[src/rtl/inst_fetch.sv]
// Program counter and fetch sequencer for the instruction ROM.
// It sequences start, increment, absolute and relative branches, stall and halt.
module inst_fetch #(
    parameter int              A         = 10,
    parameter int              W         = 9,
    parameter int              OW        = 6,
    parameter logic [W-1:0]    HALT_WORD = {W{1'b1}},
    parameter int              CW        = 16
) (
    input  logic          Clk,
    input  logic          Reset,
    input  logic          Start,
    input  logic [A-1:0]  StartAddr,
    input  logic          Stall,
    input  logic          BranchAbs,
    input  logic [A-1:0]  Target,
    input  logic          BranchRel,
    input  logic [OW-1:0] Offset,
    input  logic [W-1:0]  InstIn,
    output logic [A-1:0]  InstAddress,
    output logic [W-1:0]  Instr,
    output logic          InstValid,
    output logic          Done,
    output logic          Wrapped,
    output logic [CW-1:0] CycleCnt,
    output logic [1:0]    DbgState
);

    typedef enum logic [1:0] {
        S_IDLE   = 2'd0,
        S_RUN    = 2'd1,
        S_HALTED = 2'd2
    } state_t;

    state_t        state_q, state_d;
    logic [A-1:0]  pc_q, pc_d;
    logic [CW-1:0] cnt_q, cnt_d;
    logic          wrap_q, wrap_d;
    logic          valid_q, valid_d;
    logic          done_q, done_d;
    logic [A-1:0]  off_ext;

    assign off_ext = {{(A-OW){Offset[OW-1]}}, Offset};

    // Branch inputs only reach pc_d, never InstAddress, so the ROM address is purely registered.
    always_comb begin
        state_d = state_q;
        pc_d    = pc_q;
        cnt_d   = cnt_q;
        wrap_d  = wrap_q;
        case (state_q)
            S_IDLE, S_HALTED: begin
                if (Start) begin
                    state_d = S_RUN;
                    pc_d    = StartAddr;
                    cnt_d   = '0;
                    wrap_d  = 1'b0;
                end
            end
            S_RUN: begin
                if (cnt_q != {CW{1'b1}}) begin
                    cnt_d = cnt_q + 1'b1;
                end
                if (!Stall) begin
                    if (InstIn == HALT_WORD) begin
                        state_d = S_HALTED;
                    end else if (BranchAbs) begin
                        pc_d = Target;
                    end else if (BranchRel) begin
                        pc_d = pc_q + off_ext;
                    end else begin
                        pc_d = pc_q + 1'b1;
                        // Only sequential roll-over is sticky; relative wrap-around is not.
                        if (pc_q == {A{1'b1}}) begin
                            wrap_d = 1'b1;
                        end
                    end
                end
            end
            default: state_d = S_IDLE;
        endcase
        valid_d = (state_d == S_RUN);
        done_d  = (state_d == S_HALTED);
    end

    always_ff @(posedge Clk) begin
        if (Reset) begin
            state_q <= S_IDLE;
            pc_q    <= '0;
            cnt_q   <= '0;
            wrap_q  <= 1'b0;
            valid_q <= 1'b0;
            done_q  <= 1'b0;
        end else begin
            state_q <= state_d;
            pc_q    <= pc_d;
            cnt_q   <= cnt_d;
            wrap_q  <= wrap_d;
            valid_q <= valid_d;
            done_q  <= done_d;
        end
    end

    assign InstAddress = pc_q;
    assign Instr       = valid_q ? InstIn : '0;
    assign InstValid   = valid_q;
    assign Done        = done_q;
    assign Wrapped     = wrap_q;
    assign CycleCnt    = cnt_q;
    assign DbgState    = state_q;

endmodule

[config.mk]
export PLATFORM = sky130hd
export DESIGN_NAME = inst_fetch
export DESIGN_NICKNAME = d
export VERILOG_FILES = /design/src/rtl/inst_fetch.sv
export SDC_FILE = /design/constraint.sdc
export NUM_CORES = 1
export LEC_CHECK = 0
export BUFFER_PORTS_ARGS = -buffer_cell sky130_fd_sc_hd__buf_2
export CORE_MARGIN = 2
export CORE_UTILIZATION = 50
export DETAILED_ROUTE_END_ITERATION = 8
export PLACE_DENSITY = 0.81
export SLEW_MARGIN = 20
export SYNTH_ARGS = -nofsm -noshare
export SYNTH_HDL_FRONTEND = slang
export SYNTH_SLANG_ARGS = --single-unit
[constraint.sdc]
create_clock -name Clk -period 7.45 [get_ports Clk]
set_input_delay 1.1175 -clock Clk [delete_from_list [all_inputs] [get_ports Clk]]
set_output_delay 1.1175 -clock Clk [all_outputs]
set_load 0.005 [all_outputs]
==> results.md <==
* Status: completed
* P_sw at 124 µW
* GRT Resource Usage Total at 25.9%
* FF+latch count, synth at 31
* Initial antenna violation count at 0
* Layout cells sized above 1 at 29.3%
* Vias in the first global route at 2292
* Min-delay worst type: flop to flop
* Total power at 411 µW
* Pre-antenna DRT Iters at 4
* Number of port buffers at 80
* Diode count at 0
* Total wire length at 6.10 mm
* Wirelength per Cell at 15.4 µm
* Fin crit share at 42.8%
* Largest net degree at the start of global routing at 21
* Logic pwr share at 22.6%
* Type of origin of the critical path: input pin
* Worst slew pin tran at 0.690 ns
* Root Buffer: clkbuf_8
* Post-synth EDFFs at 0
* Final HPWL from detailed placement at 4.61 mm
* Net count after synthesis at 317
* Internal power at 287 µW
* DRC violations left at 0
* Sink Count at 31
* Leakage at 1.21 nW
* Final core occ at 64.9%
* Syn Inst Count at 269
* Setup TNS at 0 ns
* CP endpoint kind: flop
* Critical path class: input pin to flop
* Power Dens Cells at 155 nW/µm²
* Grt total ovfl at 0
* Cell Rows at 23
* Cts repair resizes at 0
* Clk buf depth at 2
* Peak VDD IR at 0.0910 mV
* Post-DRT Antenna Nets at 0
* Synth Cell Area at 2170 µm²
* Post-synth top flop: dfxtp_1
* # Post-CTS Setup Buffers at 0
* Nets@finish at 393
* P&R area growth vs syn at 22.4%
* Routability cong. at 0.953
* Via density at 5.89
* Seq pwr share at 44.6%
* Synth area leader: dfxtp_1
* Achievable Freq at 0.314 GHz
* Ys async rst share at 0%
* Sw Ratio at 30.2%
* Min cycle time layout at 3.19 ns
* Sequential element share of the synthesized area at 28.6%
* Post-synth top cells: dfxtp_1, nand2_1, nor2_1, and2_1, o21ai_0
* Worst relative slew slack at 53.8%
* Clock power share at 32.9%
* DRT iter0 DRCs at 147
* Yosys top cell area share at 28.6%
* Slew Viols, Final at 0
* RSZ-0062 raised after global routing: no
* Final Setup Violations at 0
* Hold-fix buffers at CTS at 0
* Die area at 4880 µm²
* Crit path DAT at 3.34 ns
* Worst EP required at 7.60 ns
* Yosys warning total at 0
* Synth area leaders: dfxtp_1, and2_1, nand2_1, nor2_1, ha_1
* Worst-path clk slew at 0.07 ns
* Post-synth cell types at 64
* Initial Util at 53.1%
* H-tree depth at 2
* First-pass GRT wire length at 10.5 mm
* CP max FO at 8
* Die Span Y at 69.9 µm
* Vias at 2327
* Syn avg cell area at 8.06 µm²
* Number of max-cap violations at 0
* Num CTS Buffers at 5
* Core area at 4090 µm²
* Die X at 69.9 µm
* Most common cell in the netlist: dfxtp_1
* Clk Latency, worst-skew pair at 0.29 ns
* Fin. Hold Viols at 0
* Final setup skew at 0.0121 ns
* # IOs at 81
* TritonCTS clock tree: done
-- sequential cells by signal, indices dropped and copies added, names as in the netlist --
name         cells
InstAddress     10
CycleCnt        16
Done             1
Wrapped          1
DbgState         2
InstValid        1
-- per-stage QoR --
stage          hold WS, ns  instance area [µm²]  std cells  setup slack, ns
6_report             0.497                 2650        395             4.26
5_1_grt              0.504                 2650        395             4.10
4_1_cts              0.496                 2650        395             4.24
3_5_place_dp         0.479                 2570        388             3.95
3_3_place_gp         0.473                 2570        388             4.08
2_1_floorplan        0.460                 2170        269             4.28
-- power by group through the flow --
stage / Clock (mW) / Sequential, mW / Combinational, mW
after floorplan: 0 / 0.183 / 0.0627
after global placement: 0 / 0.186 / 0.0897
after detailed placement: 0 / 0.187 / 0.0920
after CTS: 0.135 / 0.183 / 0.0923
after global routing: 0.145 / 0.185 / 0.103
final: 0.135 / 0.183 / 0.0927
-- worst paths after layout --
path / depth (start not counted) / slack, ns / to / startpoint
setup / recovery: 9 / 4.26 / InstAddress[6] / BranchRel
setup reg to reg: 7 / 4.96 / InstAddress[6] / InstAddress[0]
hold / removal: 2 / 0.50 / InstAddress[0] / InstAddress[0]
hold reg to reg: 2 / 0.50 / InstAddress[0] / InstAddress[0]
-- metal layers --
metal	vias up	share of wire, %	GRT usage [%]
met4	0	1.1	9.83
met3	8	5.8	4.04
met5	-	0	0
met1	1090	43	33.2
li1	1147	-	-
met2	82	50	43.5
-- worst max-delay path, stage by stage --
cell and delay, ns:
buf_2 0.15, nand2b_1 0.07, ha_1 0.22, fa_1 0.43, a211o_2 0.38, a21o_1 0.22, nor4b_1 0.16, a2111oi_0 0.45
o41ai_1 0.13
-- area by class of cell --
| class | instances | area [µm²] |
|---|---|---|
| Tap cell | 50 | 62.6 |
| Multi-Input combinational cell | 220 | 1450 |
| Sequential cell | 31 | 621 |
| Inverter | 6 | 22.5 |
| Clock buffer | 6 | 82.6 |
| Timing Repair Buffer | 81 | 408 |
| Fill cell | 370 | 1430 |
| Clock inverter | 1 | 5.00 |
-- cell families after synthesis --
family	Yosys count	synth area share [%]
fa+ha+maj	7	4.39
xor+xnor	11	4.44
compound gates	76	25.7
mux	5	2.31
flops	31	28.6
buf+inv	18	4.38
simple gates	121	30.2
-- cells in the final DEF, fill, tap and decap left out, drive strengths merged, types with 5 or more instances in the layout --
master	count
nor3	6
xor2	7
nand2	27
buf	81
and3	8
o21ai	17
or3	7
inv	5
nand4	5
a21oi	14
nand3	8
nor2	24
ha	6
mux2i	5
clkbuf	6
dfxtp	31
o211ai	5
a211oi	8
and2	17
a21o	5
Power figures use the tool's default switching activity.
